<file path="src/rtl/fpu_ex_seq_if.sv">
// fpu_ex_seq_if: FPU execute-stage operand/result types and request/response bundle
package fpu_ex_seq_pkg;
  typedef enum logic [2:0] {
    FPU_OP_NOP   = 3'd0,
    FPU_OP_MTC   = 3'd1,
    FPU_OP_MFC   = 3'd2,
    FPU_OP_MOV   = 3'd3,
    FPU_OP_ABS   = 3'd4,
    FPU_OP_NEG   = 3'd5,
    FPU_OP_CVTSW = 3'd6
  } FPUOper_t;
  typedef struct packed {
    logic [29:0] rsvd;
    logic [1:0]  rm;
  } FCSRReg_t;
  typedef logic [31:0] FPUReg_t;
  typedef struct packed {
    logic invalid;
    logic div_zero;
    logic overflow;
    logic underflow;
    logic inexact;
  } FPUExcept_t;
endpackage

interface fpu_ex_seq_if;
  import fpu_ex_seq_pkg::*;
  logic        start;
  FPUOper_t    op;
  FCSRReg_t    fcsr;
  logic [31:0] gpr1;
  logic [31:0] gpr2;
  FPUReg_t     reg1;
  FPUReg_t     reg2;
  FPUReg_t     fpu_ret;
  logic [31:0] cpu_ret;
  FPUExcept_t  except;
  logic        is_busy;
  logic        done;
  modport master (
    output start, op, fcsr, gpr1, gpr2, reg1, reg2,
    input  fpu_ret, cpu_ret, except, is_busy, done
  );
  modport slave (
    input  start, op, fcsr, gpr1, gpr2, reg1, reg2,
    output fpu_ret, cpu_ret, except, is_busy, done
  );
endinterface

</file>
<file path="src/rtl/fpu_ex_seq.sv">
// fpu_ex_seq: registered FPU execute stage with moves, sign ops and iterative int32-to-single conversion
module fpu_ex_seq
  import fpu_ex_seq_pkg::*;
#(
  parameter int WIDTH     = 32,
  parameter int NORM_STEP = 1
) (
  input  logic         clk,
  input  logic         rst,
  fpu_ex_seq_if.slave  bus
);
  typedef enum logic [1:0] {IDLE, NORM, ROUND} state_t;
  state_t            state, state_n;
  logic              s;
  logic [1:0]        rm;
  logic [31:0]       m, m_sh;
  logic [7:0]        e;
  logic [WIDTH-1:0]  mag;
  logic [5:0]        lz;
  logic [3:0]        k;
  logic              accept, cvt_go, g, st, inc;
  logic [24:0]       sum;
  logic              unused_ok;
  assign unused_ok   = ^{bus.gpr1, bus.reg1, bus.fcsr.rsvd};
  assign mag         = bus.reg2[31] ? -bus.reg2 : bus.reg2;
  assign accept      = bus.start && state == IDLE;
  assign cvt_go      = accept && bus.op == FPU_OP_CVTSW && mag != '0;
  assign bus.is_busy = state != IDLE;
  assign g           = m[7];
  assign st          = |m[6:0];
  assign inc         = rm == 2'd0 ? g & (st | m[8]) : rm == 2'd1 ? 1'b0 : rm == 2'd2 ? ~s & (g | st) : s & (g | st);
  assign sum         = {1'b0, m[31:8]} + 25'(inc);
  always_comb begin
    lz = 6'd32;
    for (int i = 0; i < 32; i++) if (m[i]) lz = 6'(31 - i);
    k = (lz > 6'(NORM_STEP)) ? 4'(NORM_STEP) : lz[3:0];
    m_sh = m << k;
    state_n = state == IDLE ? (cvt_go ? NORM : IDLE) : state == NORM ? (m_sh[31] ? ROUND : NORM) : IDLE;
  end
  always_ff @(posedge clk) state <= rst ? IDLE : state_n;
  always_ff @(posedge clk) begin
    if (rst) begin
      bus.fpu_ret <= '0;
      bus.cpu_ret <= '0;
      bus.except  <= '0;
      bus.done    <= 1'b0;
      s <= 1'b0;
      rm <= 2'd0;
      m <= '0;
      e <= '0;
    end else begin
      bus.done <= 1'b0;
      if (accept) begin
        bus.except <= '0;
        bus.done   <= !cvt_go;
        s  <= bus.reg2[31];
        rm <= bus.fcsr.rm;
        m  <= mag;
        e  <= 8'd158;
        case (bus.op)
          FPU_OP_MTC:   bus.fpu_ret <= bus.gpr2;
          FPU_OP_MFC:   bus.cpu_ret <= bus.reg2;
          FPU_OP_MOV:   bus.fpu_ret <= bus.reg2;
          FPU_OP_ABS:   bus.fpu_ret <= {1'b0, bus.reg2[30:0]};
          FPU_OP_NEG:   bus.fpu_ret <= {~bus.reg2[31], bus.reg2[30:0]};
          FPU_OP_CVTSW: if (mag == '0) bus.fpu_ret <= '0;
          default: ;
        endcase
      end
      if (state == NORM) begin
        m <= m_sh;
        e <= e - 8'(k);
      end
      if (state == ROUND) begin
        bus.fpu_ret        <= {s, e + 8'(sum[24]), sum[22:0]};
        bus.except.inexact <= g | st;
        bus.done           <= 1'b1;
      end
    end
  end
endmodule

</file>
<file path="src/flat_wrapper.sv">
// flat-port wrapper written by rule: the top's interface ports become plain ports
module fpu_ex_seq_flat import fpu_ex_seq_pkg::*;
#(
  parameter int WIDTH     = 32,
  parameter int NORM_STEP = 1
)
  (clk, rst, bus_start, bus_op, bus_fcsr, bus_gpr1, bus_gpr2, bus_reg1, bus_reg2, bus_fpu_ret, bus_cpu_ret, bus_except, bus_is_busy, bus_done);
  fpu_ex_seq_if bus_i ();
  input  logic clk;
  input  logic rst;
  input wire logic [$bits(bus_i.start)-1:0] bus_start;
  input wire logic [$bits(bus_i.op)-1:0] bus_op;
  input wire logic [$bits(bus_i.fcsr)-1:0] bus_fcsr;
  input wire logic [$bits(bus_i.gpr1)-1:0] bus_gpr1;
  input wire logic [$bits(bus_i.gpr2)-1:0] bus_gpr2;
  input wire logic [$bits(bus_i.reg1)-1:0] bus_reg1;
  input wire logic [$bits(bus_i.reg2)-1:0] bus_reg2;
  output wire logic [$bits(bus_i.fpu_ret)-1:0] bus_fpu_ret;
  output wire logic [$bits(bus_i.cpu_ret)-1:0] bus_cpu_ret;
  output wire logic [$bits(bus_i.except)-1:0] bus_except;
  output wire logic [$bits(bus_i.is_busy)-1:0] bus_is_busy;
  output wire logic [$bits(bus_i.done)-1:0] bus_done;
  assign bus_i.start = bus_start;
  assign bus_i.op = bus_op;
  assign bus_i.fcsr = bus_fcsr;
  assign bus_i.gpr1 = bus_gpr1;
  assign bus_i.gpr2 = bus_gpr2;
  assign bus_i.reg1 = bus_reg1;
  assign bus_i.reg2 = bus_reg2;
  assign bus_fpu_ret = bus_i.fpu_ret;
  assign bus_cpu_ret = bus_i.cpu_ret;
  assign bus_except = bus_i.except;
  assign bus_is_busy = bus_i.is_busy;
  assign bus_done = bus_i.done;
  fpu_ex_seq #(.WIDTH(WIDTH), .NORM_STEP(NORM_STEP)) u_core (.clk(clk), .rst(rst), .bus(bus_i));
endmodule
</file>
<file path="config.mk">
export PLATFORM = sky130hd
export DESIGN_NAME = fpu_ex_seq_flat
export DESIGN_NICKNAME = d
export VERILOG_FILES = /design/src/rtl/fpu_ex_seq_if.sv /design/src/rtl/fpu_ex_seq.sv /design/src/flat_wrapper.sv
export SDC_FILE = /design/constraint.sdc
export NUM_CORES = 1
export LEC_CHECK = 0
export ABC_AREA = 1
export BUFFER_PORTS_ARGS = -buffer_cell sky130_fd_sc_hd__buf_4
export CAP_MARGIN = 20
export CORE_MARGIN = 2
export CORE_UTILIZATION = 45
export CTS_CLUSTER_SIZE = 28
export DETAILED_ROUTE_END_ITERATION = 8
export GPL_TIMING_DRIVEN = 0
export PLACE_DENSITY = 0.72
export SYNTH_ARGS = -nofsm -noshare
export SYNTH_HDL_FRONTEND = slang
export SYNTH_SLANG_ARGS = --single-unit
export TNS_END_PERCENT = 5
</file>
<file path="constraint.sdc">
create_clock -name clk -period 4 [get_ports clk]
set_clock_uncertainty 0.05 [all_clocks]
set_input_delay 0.8 -clock clk [delete_from_list [all_inputs] [get_ports clk]]
set_output_delay 0.8 -clock clk [all_outputs]
set_load 0.05 [all_outputs]
</file>
======== Yosys cells after proc, flatten, opt, wreduce, memory -nomap -nowiden ========
Cells that the tools add are included.
operators by class
  add/subtract/negate cells ............... 4
  $lt $le $gt $ge ......................... 1
  equal/unequal tests ..................... 11
  shifts and indexed selects .............. 1
  multiplexer cells ....................... 53
  bitwise gates (word level) .............. 7
  reductions and logical operators ........ 15
operator list
  cell                                                            count
  2-to-1 mux 32 bit                                               6
  2-to-1 mux 6 bit                                                32
  case mux 32 bit (5 select lines)                                1
  zero test 32 bit                                                1
  negation 32 bit                                                 1
  nonzero test 32 bit                                             1
  << shifter 32 x 4 -> 32 bit                                     1
  adder 24 x 1 -> 25 bit                                          1
  2-to-1 mux 8 bit                                                2
  == test 3 bit (second input constant)                           3
  adder 8 x 1 -> 8 bit                                            1
  2-to-1 mux 1 bit                                                8
  subtractor 8 x 4 -> 8 bit                                       1
  OR reduction 7 bit                                              1
  == test 3 x 2 -> 1 bit (second input constant)                  2
  greater-than comparator 6 x 1 -> 1 bit (second input constant)  1
  2-to-1 mux 2 bit                                                3
  nonzero test 2 bit                                              3
  nonzero test 6 bit                                              1
  == test 2 x 1 -> 1 bit (second input constant)                  2
  == test 2 bit (second input constant)                           2
  zero test 2 bit                                                 2
  2-to-1 mux 4 bit                                                1
  bitwise AND 1 bit                                               3
  8 further kinds                                                 12
word-level totals
  register bits after elaboration ......... 111
  bits of input ports ..................... 166
  output and inout bits ................... 71
  logic and storage cells ................. 101

======== Longest topological paths before layout ========
Gate-level depths: netlist (run 1).
  depth after elaboration ................. 38
  depth in mapped cells ................... 29
  depth with buffers taken out ............ 29

======== Least setup slack after synthesis (run 1) ========
Ideal clock, no wire load.
  kind .................................... register -> register
  start point ............................. reg u_core.m[0]
  end point ............................... reg u_core.bus.fpu_ret[29]
  setup time .............................. 0.128 ns
  arrival time ............................ 3.389 ns
  data required time ...................... 3.822 ns
  slack ................................... 0.433 ns
  cell stages (with the launch flop) ...... 28
  path buffers ............................ 0
  period minus slack after synthesis ...... 3.567 ns
  cell sequence ........................... dfxtp_1 > nor3_1 > nand3_1 > nor4_1 > o41ai_1 > ha_1 > ha_1 > nand3_1 > nor3_2 > nand2_1 > nor2_1 > nand2_1 > nor2_1 > nand4_1 > nor2_1 > nand3_1 > nor3_1 > ha_1 > ha_1 > nand3_1 > nor2_1 > inv_1 > nor2_1 > xor2_1 > o21ai_0 > nand4_1 > nand2_1 > nor2_1
on the way
  cells in the longest elaborated chain, start to end .. 9
  elaborated cells on any way between the ends .. 12
  those cells by class .................... add/sub: 2; mux: 4; bitwise: 5; reduce/logical: 1
RTL lines
  element                        RTL line             source
  start, declared                fpu_ex_seq.sv:16     logic [31:0] m, m_sh;
  start signal, assigned         fpu_ex_seq.sv:58     m <= mag;
  start signal, assigned         fpu_ex_seq.sv:71     m <= m_sh;
  OR reduction 7 bit *           fpu_ex_seq.sv:30     assign st = |m[6:0];
  OR 1 bit                       fpu_ex_seq.sv:31     assign inc = rm == 2'd0 ? g & (st | m[8]) : rm == 2'd1 ? 1'b0 : rm == 2'd2 ? ~s & (g | st) : s & (g | st);
  bitwise AND 1 bit              fpu_ex_seq.sv:31
  2-to-1 mux 1 bit (2 in a row)  fpu_ex_seq.sv:31
  2-to-1 mux 1 bit *             fpu_ex_seq.sv:31
  adder 24 x 1 -> 25 bit *       fpu_ex_seq.sv:32     assign sum = {1'b0, m[31:8]} + 25'(inc);
  adder 8 x 1 -> 8 bit *         fpu_ex_seq.sv:75     bus.fpu_ret <= {s, e + 8'(sum[24]), sum[22:0]};
  2-to-1 mux 32 bit *            fpu_ex_seq.sv:74     if (state == ROUND) begin
  end signal, assigned           fpu_ex_seq.sv:61     FPU_OP_MTC: bus.fpu_ret <= bus.gpr2;
  end signal, assigned           fpu_ex_seq.sv:65     FPU_OP_NEG: bus.fpu_ret <= {~bus.reg2[31], bus.reg2[30:0]};
  end signal, assigned           fpu_ex_seq.sv:75
  end, declared                  fpu_ex_seq_if.sv:46  output fpu_ret, cpu_ret, except, is_busy, done
Every way passes the cells marked *; elsewhere a longest branch is shown, timed or not.
A chain may end at the register's enable or synchronous reset.

======== Worst setup path after layout (run 1) ========
  start point ............................. reg u_core.m[7]
  end point ............................... reg u_core.bus.fpu_ret[28]
on the way
  cells in the longest elaborated chain, start to end .. 8
  elaborated cells on any way between the ends .. 10
  those cells by class .................... add/sub: 2; mux: 4; bitwise: 4
RTL lines
  element                        RTL line
  OR 1 bit                       fpu_ex_seq.sv:31
  bitwise AND 1 bit              fpu_ex_seq.sv:31
  2-to-1 mux 1 bit (2 in a row)  fpu_ex_seq.sv:31
  2-to-1 mux 1 bit *             fpu_ex_seq.sv:31
  adder 24 x 1 -> 25 bit *       fpu_ex_seq.sv:32
  adder 8 x 1 -> 8 bit *         fpu_ex_seq.sv:75
  2-to-1 mux 32 bit *            fpu_ex_seq.sv:74
Marks and branches as above.

==> out/results.ini, run 1 <==
[outcome]
outcome = finished, final reports clean

[finish]
final-seq-area_sq_um = 2240
multi_input_area_sq_um = 4350
nets = 1503
syn_to_final_growth_pct = 27.0
n_fill_cell = 1632
final_area_sq_um = 9080
num_antenna_cells = 0
fin_util = 0.578
drive_above_1_share = 0.185

[power_and_ir_drop]
power_uw = 2930
ir_drop_uv = 224
p_per_area_nw_per_um2 = 323
p_leak_uw = 0.00409

[grt]
antenna_found_initial = 0
grt_max_degree = 18
grt_pass1_vias = 7657
overflow = 0
grt_pass1_wl_um = 40400
grt_usage = 0.312

[worst_setup_path]
cp-end-kind = register
arrival_ns = 4.05
crit_fanout = 4
start_kind = register
cp.required_ns = 4.25
worstSetupPathType = reg -> reg

[sta]
finalCritPeriodShare = 0.950
fin_hold_ws_ns = 0.409
worst_slew_pin_slew_ns = 0.743
finalSetupViolations = 0
slew_viol_final = 0
slew_headroom = 0.504
fmax_mhz = 263
hold_violations = 0
period_needed_ns = 3.80

[placement]
io_buffer_count = 136
routabilityCongestion = 0.951
placed_area_sq_um = 8470
dp_hpwl_um = 20500

[floorplanning]
die_h_um = 130
die-area_sq_um = 16900
num_io_pins = 237
die_w_um = 130
core-area_sq_um = 15700
rows = 46
start_util = 0.455

[flow_run]
drv_cap = 0

[cts]
numCtsBuffers = 9
clkLatencyLatePin_ns = 0.37
clock_path_buffers = 2
clk_pin_slew_ns = 0.08
cts.htree.levels = 3
clock_sinks = 111
cts_hold_buf = 0
cts.root.buffer_cell = clkbuf_16
cts_tree = yes

[synth]
avgSynthCellArea_sq_um = 6.23
ys_seq_area_frac = 0.311
netlist_area_sq_um = 7150
ys_ff_latch = 111
ys_warn_count = 0
synthDistinctLibCells = 40
synthCells = 1148

[min_path]
hold_path_class = reg -> reg

[route]
ant_nets = 0
dr_total_vias = 8466
wire_per_inst_um = 17.0
first_iter_violations = 814
dr.pass1.iters = 5
wl_um = 26400
drc = 0
vias_per_cell = 5.47

[synthesized netlist by cell type, drive strengths merged]
| cell type | number | area [sq um] |
|---|---|---|
| nor2 | 131 | 527 |
| nand4 | 44 | 275 |
| inv | 118 | 443 |
| clkbuf | 48 | 180 |
| a22oi | 1 | 7.51 |
| nand3 | 40 | 253 |
| dfxtp | 111 | 2220 |
| o21ai | 100 | 500 |
| or2 | 3 | 18.8 |
| conb | 2 | 7.51 |
| o21a | 1 | 7.51 |
| a221oi | 4 | 35.0 |
| buf | 17 | 109 |
| nor4 | 3 | 18.8 |
| a31oi | 27 | 169 |
| nor3 | 15 | 85.1 |
| o311a | 1 | 10.0 |
| clkinv | 1 | 3.75 |
| o211ai | 14 | 105 |
| fa | 1 | 20.0 |
| o41ai | 1 | 8.76 |
| ha | 9 | 113 |
| a21oi | 111 | 556 |
| nand2 | 312 | 1190 |
| xor2 | 30 | 263 |
| o22ai | 1 | 6.26 |
| a211oi | 2 | 15.0 |
[repair_timing]
item,in CTS,in global routing
buffers inserted,19,6
pin swaps,16,15
hold endpoints to repair,0,0
setup endpoints to repair,6,7
gates resized for setup,31,11
[sequential cells by signal (all words and copies together), names as in the netlist]
name                count
u_core.bus.fpu_ret     32
u_core.bus.done         1
u_core.state            2
u_core.bus.cpu_ret     32
u_core.e                8
u_core.s                1
u_core.m               32
u_core.rm               2
u_core.bus.except       1
[worst max-delay path, cell delays in order (launching register included)]
cell,delay (ns)
dfxtp_1,0.34
inv_2,0.07
o41ai_4,0.35
ha_2,0.27
ha_4,0.15
nand3_4,0.09
nor3_4,0.15
nand2_1,0.09
nor2_2,0.11
nand2_1,0.07
nor2_2,0.10
nand4_1,0.13
nor2_2,0.16
nand3_2,0.13
nor3_2,0.14
ha_2,0.26
nand3_4,0.10
buf_4,0.16
nor3_1,0.15
o21ai_0,0.09
o21ai_0,0.27
nand4_1,0.13
a21oi_1,0.15
[cells in the final DEF, fill, tap and decap left out, types with 3 or more instances in the layout]
cell type    n
a221oi_1     4
o21ai_1      5
inv_1      109
nor2_4       3
nand2_2      4
o211ai_1    14
nand2_1    307
nand3_2      6
nand4_1     44
inv_2        9
a21oi_1    111
a31oi_1     27
buf_1        5
nor3_1      11
nand3_4      5
nor2_1     119
nor3_2       3
clkbuf_1    51
dfxtp_1    102
dfxtp_2      7
nand3_1     29
o21ai_0     95
buf_4      169
xor2_1      30
ha_1         5
nor2_2       9
buf_2        3
conb_1       8
clkbuf_16    9
[power by group]
part	leakage [uW]	internal (uW)	switching [uW]	total (uW)
Combinational	0.00305	265	551	817
Sequential	0.000914	1180	63.2	1240
Clock	0.000123	427	447	873
Total	0.00409	1870	1060	2930
[final cells by class]
cell class | count | area share
Tap cell | 216 | 0.0298
Multi-Input combinational cell | 859 | 0.479
Buffer | 65 | 0.0318
Inverter | 119 | 0.0492
Clock buffer | 12 | 0.0261
Sequential cell | 111 | 0.247
Timing Repair Buffer | 162 | 0.134
Clock inverter | 4 | 0.00358
[worst paths after layout]
check        cells past startpoint                   from  slack [ns]                     end
min                              2  u_core.bus.fpu_ret[5]        0.41   u_core.bus.fpu_ret[5]
min reg2reg                      2  u_core.bus.fpu_ret[5]        0.41   u_core.bus.fpu_ret[5]
max reg2reg                     22            u_core.m[7]        0.20  u_core.bus.fpu_ret[28]
max                             22            u_core.m[7]        0.20  u_core.bus.fpu_ret[28]
[stage by stage]
stage          setup TNS, ns  setup slack, ns  cells
2_1_floorplan              0            0.433   1154
3_3_place_gp          -0.969           -0.365   1506
3_5_place_dp           -1.16           -0.407   1507
4_1_cts              -0.0142          -0.0142   1542
5_1_grt              -0.0517          -0.0323   1548
6_report                   0            0.198   1548
[layer usage]
| layer | vias up | track usage | share of wire |
|---|---|---|---|
| li1 | 4131 | - | - |
| met1 | 3822 | 0.423 | 0.43 |
| met2 | 455 | 0.499 | 0.43 |
| met3 | 58 | 0.0549 | 0.10 |
| met4 | 0 | 0.118 | 0.029 |
| met5 | - | 0 | 0 |
[logic make-up after synthesis]
family / after synthesis / synth area share
xor+xnor: 30 / 0.0368
buf+inv: 184 / 0.103
other cells: 2 / 0.00105
fa+ha+maj: 10 / 0.0186
compound gates: 263 / 0.199
flops: 111 / 0.311
simple gates: 548 / 0.331
(Power assumes the default switching activity.)
==> run 2, diff against run 1 <==
--- a/config.mk
+++ b/config.mk
@@ -6,7 +6,7 @@
 export NUM_CORES = 1
 export LEC_CHECK = 0
 export ABC_AREA = 1
-export BUFFER_PORTS_ARGS = -buffer_cell sky130_fd_sc_hd__buf_4
+export BUFFER_PORTS_ARGS = -buffer_cell sky130_fd_sc_hd__buf_2
 export CAP_MARGIN = 20
 export CORE_MARGIN = 2
 export CORE_UTILIZATION = 45
==> run 2 against run 1 <==
  * Sequential share of layout area grew 0.95 points
  * First-iteration DRC count shrank 9.0%
  * Critical path depth grew 8
  * Global-route usage shrank 0.49 points
  * Critical path type unchanged
  * Critical endpoint is now u_core.bus.fpu_ret[29]
==> out/results.ini, run 2 (synthesis gave the netlist of run 1 again) <==
[finish]
drive_above_1_share = 0.178  ; -0.00697
final_common_cell = nand2_1
syn_to_final_growth_pct = 21.7
final_cell_mix = nand2_1 (307), buf_2 (139), nor2_1 (120), inv_1 (111), a21oi_1 (110)
n_fill_cell = 1625  ; -0.43%
num_antenna_cells = 0  ; unchanged
nets = 1499  ; -0.27%
reg.largest.list = u_core.bus.cpu_ret x32, u_core.bus.fpu_ret x32, u_core.m x32

[cts]
cts.htree.levels = 3  ; unchanged
clk_pin_slew_ns = 0.08  ; about the same
clock_path_buffers = 2  ; unchanged
clkLatencyLatePin_ns = 0.36  ; about the same
cts_tree = yes
cts_hold_buf = 0  ; unchanged
clock_sinks = 111  ; unchanged
cts.root.buffer_cell = clkbuf_16
numCtsBuffers = 9  ; unchanged

[worst_setup_path]
cp.required_ns = 4.19  ; -0.06 ns
start_kind = register
arrival_ns = 4.02  ; -0.03 ns
r2r_end = u_core.bus.fpu_ret[29]
timing.rr.start = u_core.m[0]
cp_slowest_cell = dfxtp_2
cp.depth = 30  ; +36%
cp_top_family = simple AND/OR/NAND/NOR gates
regToRegSetupSlack_ns = 0.18  ; -0.02 ns
crit_buf_inv = 2  ; unchanged
crit_path_frequent_cell = nand2_1
worstSetupPathType = reg -> reg
r2r_cells = 30  ; +36%
crit_fanout = 2  ; -2
cp-end-kind = register
crit_start = u_core.m[0]
critPathMaxStageDelay_ns = 0.34  ; about the same

[floorplanning]
die-area_sq_um = 16900  ; unchanged
die_h_um = 130  ; unchanged
die_w_um = 130  ; unchanged
rows = 46  ; unchanged
core-area_sq_um = 15700  ; unchanged
num_io_pins = 237  ; unchanged
start_util = 0.455  ; unchanged

[power_and_ir_drop]
clkPwrFrac = 0.305  ; +0.007
seqPwrFrac = 0.427  ; +0.004
ir_drop_uv = 231  ; +2.9%
p_leak_uw = 0.00400  ; -2.1%
p_per_area_nw_per_um2 = 333  ; +3.1%
p_switching_uw = 1050  ; -1.3%
power_uw = 2890  ; -1.2%
internal_power_uw = 1850  ; -1.2%
combPwrFrac = 0.268  ; -0.011
power_switching_share = 0.362  ; about the same

[grt]
grt_pass1_wl_um = 40000  ; -0.96%
antenna_found_initial = 0  ; unchanged
overflow = 0  ; unchanged
grt_pass1_vias = 7742  ; +1.1%
grt_max_degree = 18  ; unchanged
grt_usage = 0.307  ; -0.00492

[placement]
dp_hpwl_um = 20400  ; -0.48%
io_buffer_count = 136  ; unchanged
routabilityCongestion = 0.946  ; -0.49%

[sta]
hold_violations = 0  ; unchanged
rsz0062_at_grt = true
finalSetupViolations = 0  ; unchanged
slew_headroom = 0.480  ; -0.0248
finalCritPeriodShare = 0.956  ; +0.00550
period_needed_ns = 3.82  ; +0.0220 ns
fin_hold_ws_ns = 0.413  ; +0.00359 ns
worst_slew_pin_slew_ns = 0.778  ; +0.0343 ns
fmax_mhz = 262  ; -0.58%
slew_viol_final = 0  ; unchanged

[route]
drc = 0  ; unchanged
first_iter_violations = 741  ; -9.0%
wl_um = 25800  ; -2.2%
dr_total_vias = 8332  ; -1.6%
dr.pass1.iters = 5  ; unchanged
wire_per_inst_um = 16.7  ; -1.9%
vias_per_cell = 5.40  ; -1.3%
ant_nets = 0  ; unchanged

[min_path]
holdPathEnd = u_core.bus.fpu_ret[27]
hold_path_class = reg -> reg
holdPathStages = 2  ; unchanged
hp-start = u_core.bus.fpu_ret[27]

[flow_run]
drv_cap = 0  ; unchanged

[outcome]
outcome = finished, final reports clean

[run 2: timing repair]
action | 4_1_cts | 5_1_grt
gates resized for setup | 27 | 6
buffers inserted | 12 | 9
endpoints found under the setup margin | 7 | 7
pin swaps | 20 | 16
[run 2: how the worst max path moves through the flow]
stage,end
2_1_floorplan,u_core.bus.fpu_ret[29]
5_1_grt,u_core.bus.fpu_ret[29]
3_3_place_gp,u_core.bus.fpu_ret[30]
6_report,u_core.bus.fpu_ret[29]
4_1_cts,u_core.bus.fpu_ret[30]
3_5_place_dp,u_core.bus.fpu_ret[30]
[run 2: tightest hold or removal path, delay by kind of cell (launching register included)]
kind	cells	cell delay, ns
DFF	1	0.31
AOI/OAI and AO/OA	1	0.05
and+or+nand+nor	1	0.06
[run 2: final cells by class]
class / instances / area, sq um / share of cell area
Clock inverter: 4 / 31.3 / 0.00360
Buffer: 65 / 289 / 0.0332
Inverter: 119 / 447 / 0.0514
Clock buffer: 12 / 246 / 0.0283
Timing Repair Buffer: 158 / 850 / 0.0977
Multi-Input combinational cell: 859 / 4340 / 0.499
Sequential cell: 111 / 2230 / 0.256
Tap cell: 216 / 270 / 0.0311
[run 2: power groups by stage]
| stage | registers (uW) | logic, uW | clock network, uW |
|---|---|---|---|
| after global placement | 1260 | 734 | 0 |
| after CTS | 1230 | 755 | 883 |
| after floorplan | 1380 | 380 | 0 |
| final | 1240 | 776 | 882 |
| after detailed placement | 1260 | 739 | 0 |
| after global routing | 1250 | 850 | 927 |
[run 2: metrics by stage]
step,setup WS (ns),setup TNS [ns],cell area [sq um],utilization,std cells
after floorplan,0.433,0,7170,-,1154
after global placement,-0.391,-1.25,8120,0.517,1506
after detailed placement,-0.416,-1.36,8130,0.517,1507
after CTS,-0.148,-0.296,8620,0.548,1535
after global routing,-0.117,-0.117,8700,0.554,1544
final,0.176,0,8700,0.554,1544
[run 2: routing by layer]
layer / track usage / wire length (um) / vias to the layer above
met4: 0.121 / 800 / 0
met3: 0.0476 / 2360 / 65
met2: 0.489 / 11100 / 411
li1: - / - / 4125
met5: 0 / 0 / -
met1: 0.420 / 11500 / 3731
==> run 3, diff against run 2 <==
==> constraint.sdc (replaced) <==
create_clock -name clk -period 4 [get_ports clk]
set_clock_uncertainty 0.05 [all_clocks]
set_input_delay 0 -clock clk [delete_from_list [all_inputs] [get_ports clk]]
set_output_delay 0 -clock clk [all_outputs]
set_load 0.05 [all_outputs]
==> run 3 against run 2 <==
  * Setup slack better by 0.012 ns
  * Routed wire length is 1.0% higher
  * Sequential power hardly changed
  * Critical endpoint unchanged
  * Flip-flop and latch count stayed put
  * Fmax is 0.32% higher
  * Highest routed layer unchanged
  * Clock power hardly changed
  * Core utilization is 1.6 points higher
  * Global-route usage is 0.26 points higher
==> out/results.ini, run 3 (synthesis gave the netlist of run 1 again) <==
[worst_setup_path]
crit_path_frequent_cell = nand2_1
start_kind = register
cp-end-kind = register
cp_slowest_cell = dfxtp_2
worstSetupPathType = reg -> reg
critPathMaxStageDelay_ns = 0.34  ; about the same
crit_fanout = 2  ; unchanged
cp_top_family = simple AND/OR/NAND/NOR gates
cp.required_ns = 4.20  ; about the same
cp.depth = 30  ; unchanged
arrival_ns = 4.01  ; about the same
crit_buf_inv = 2  ; unchanged
r2r_cells = 30  ; unchanged

[power_and_ir_drop]
p_leak_uw = 0.00410  ; +2.6%
ir_drop_uv = 234  ; +1.5%
p_per_area_nw_per_um2 = 326  ; -2.1%

[placement]
io_buffer_count = 136  ; unchanged
dpl.cell_count = 1507  ; unchanged
routabilityCongestion = 0.946  ; unchanged
dp_hpwl_um = 20400  ; unchanged

[cts]
clock_sinks = 111  ; unchanged
clk_pin_slew_ns = 0.08  ; about the same
cts_tree = yes
cts.htree.levels = 3  ; unchanged
clock_path_buffers = 2  ; unchanged
cts.root.buffer_cell = clkbuf_16
numCtsBuffers = 9  ; unchanged
clkLatencyLatePin_ns = 0.37  ; about the same

[finish]
nets = 1524  ; +1.7%
final-instance-count-excl-fill = 1569  ; +1.6%
num_antenna_cells = 0  ; unchanged
n_fill_cell = 1599  ; -1.6%
syn_to_final_growth_pct = 25.2
drive_above_1_share = 0.174  ; -0.00328
reg.largest.list = u_core.bus.cpu_ret x32, u_core.bus.fpu_ret x32, u_core.m x32
final_cell_mix = nand2_1 (307), buf_2 (139), nor2_1 (120), inv_1 (111), a21oi_1 (110)
final_common_cell = nand2_1

[floorplanning]
die_w_um = 130  ; unchanged
start_util = 0.455  ; unchanged
die-area_sq_um = 16900  ; unchanged
rows = 46  ; unchanged
num_io_pins = 237  ; unchanged
core-area_sq_um = 15700  ; unchanged
die_h_um = 130  ; unchanged

[sta]
slew_viol_final = 0  ; unchanged
worst_slew_pin_slew_ns = 0.733  ; -0.0445 ns
hold_violations = 0  ; unchanged
slew_headroom = 0.509  ; +0.0298
finalSetupViolations = 0  ; unchanged
rsz0062_at_grt = true
period_needed_ns = 3.81  ; -0.0122 ns
fmax_mhz = 262  ; +0.32%
finalCritPeriodShare = 0.953  ; -0.00304
tns_ns = 0  ; unchanged

[route]
dr.pass1.iters = 5  ; unchanged
drc = 0  ; unchanged
ant_nets = 0  ; unchanged
dr_total_vias = 8429  ; +1.2%
vias_per_cell = 5.37  ; -0.45%
wire_per_inst_um = 16.6  ; -0.61%
first_iter_violations = 699  ; -5.7%
wl_um = 26100  ; +1.0%

[grt]
antenna_found_initial = 0  ; unchanged
grt_pass1_vias = 7861  ; +1.5%
grt_pass1_wl_um = 40400  ; +1.0%
grt_max_degree = 18  ; unchanged
grt_usage = 0.310  ; +0.00260
overflow = 0  ; unchanged

[flow_run]
drv_cap = 0  ; unchanged

[min_path]
hold_path_class = in -> reg
holdPathStages = 5  ; +3

[outcome]
outcome = finished, final reports clean

[run 3: cell count changes in the layout (fill, tap and decap cells not counted)]
cell           before  now
dlygate4sd3_1       0   25
[run 3: timing repair]
item,4_1_cts,5_1_grt
hold buffers,25,0
hold endpoints to repair,25,0
gates cloned,0,0
buffers inserted,12,9
pin swaps,20,16
endpoints found under the setup margin,7,7
gates resized for setup,27,6
[run 3: path summary, 6_finish.rpt]
kind	from	end	slack, ns
hold reg to reg	u_core.bus.fpu_ret[5]	u_core.bus.fpu_ret[5]	0.41
setup / recovery	u_core.m[1]	u_core.bus.fpu_ret[29]	0.19
hold / removal	bus_reg2[28]	u_core.m[28]	0.001
setup reg to reg	u_core.m[1]	u_core.bus.fpu_ret[29]	0.19
[run 3: power breakdown]
part           total [uW]  leakage (uW)  switching [uW]  internal [uW]
sequential           1240      0.000911            60.1           1180
clock                 884      0.000125             442            442
combinational         795       0.00307             552            244
total                2920       0.00410            1050           1860
[run 3: per-layer routing]
layer / track usage / share of wire / vias to the layer above
met5: 0 / 0 / -
met4: 0.123 / 0.029 / 0
met3: 0.0476 / 0.088 / 59
met2: 0.498 / 0.44 / 399
met1: 0.420 / 0.44 / 3791
li1: - / - / 4180
[run 3: layout make-up]
class,count,area [sq um],share of cell area
multi-input cells,859,4340,0.485
plain buffers,65,289,0.0323
clock buffers,12,246,0.0275
flip-flops and latches,111,2230,0.249
clock inverters,4,31.3,0.00350
repair buffers,183,1100,0.123
inverters,119,447,0.0499
well taps,216,270,0.0302
[run 3: stage by stage]
stage / instance area [sq um] / setup WS (ns) / power (uW) / hold WS [ns] / utilization
after detailed placement: 8130 / -0.416 / 1990 / 0.212 / 0.517
final: 8950 / 0.188 / 2920 / 0.00119 / 0.570
after global routing: 8950 / -0.115 / 3040 / 0.0222 / 0.570
after global placement: 8120 / -0.391 / 1990 / 0.200 / 0.517
after floorplan: 7170 / 0.433 / 1760 / 0.0776 / -
after CTS: 8870 / -0.148 / 2890 / 0.00183 / 0.564
[run 3: tightest hold or removal path: stages]
cell     delay, ns
buf_2         0.13
nand2_1       0.06
nand2_1       0.06
nand2_1       0.06
a31oi_1       0.06
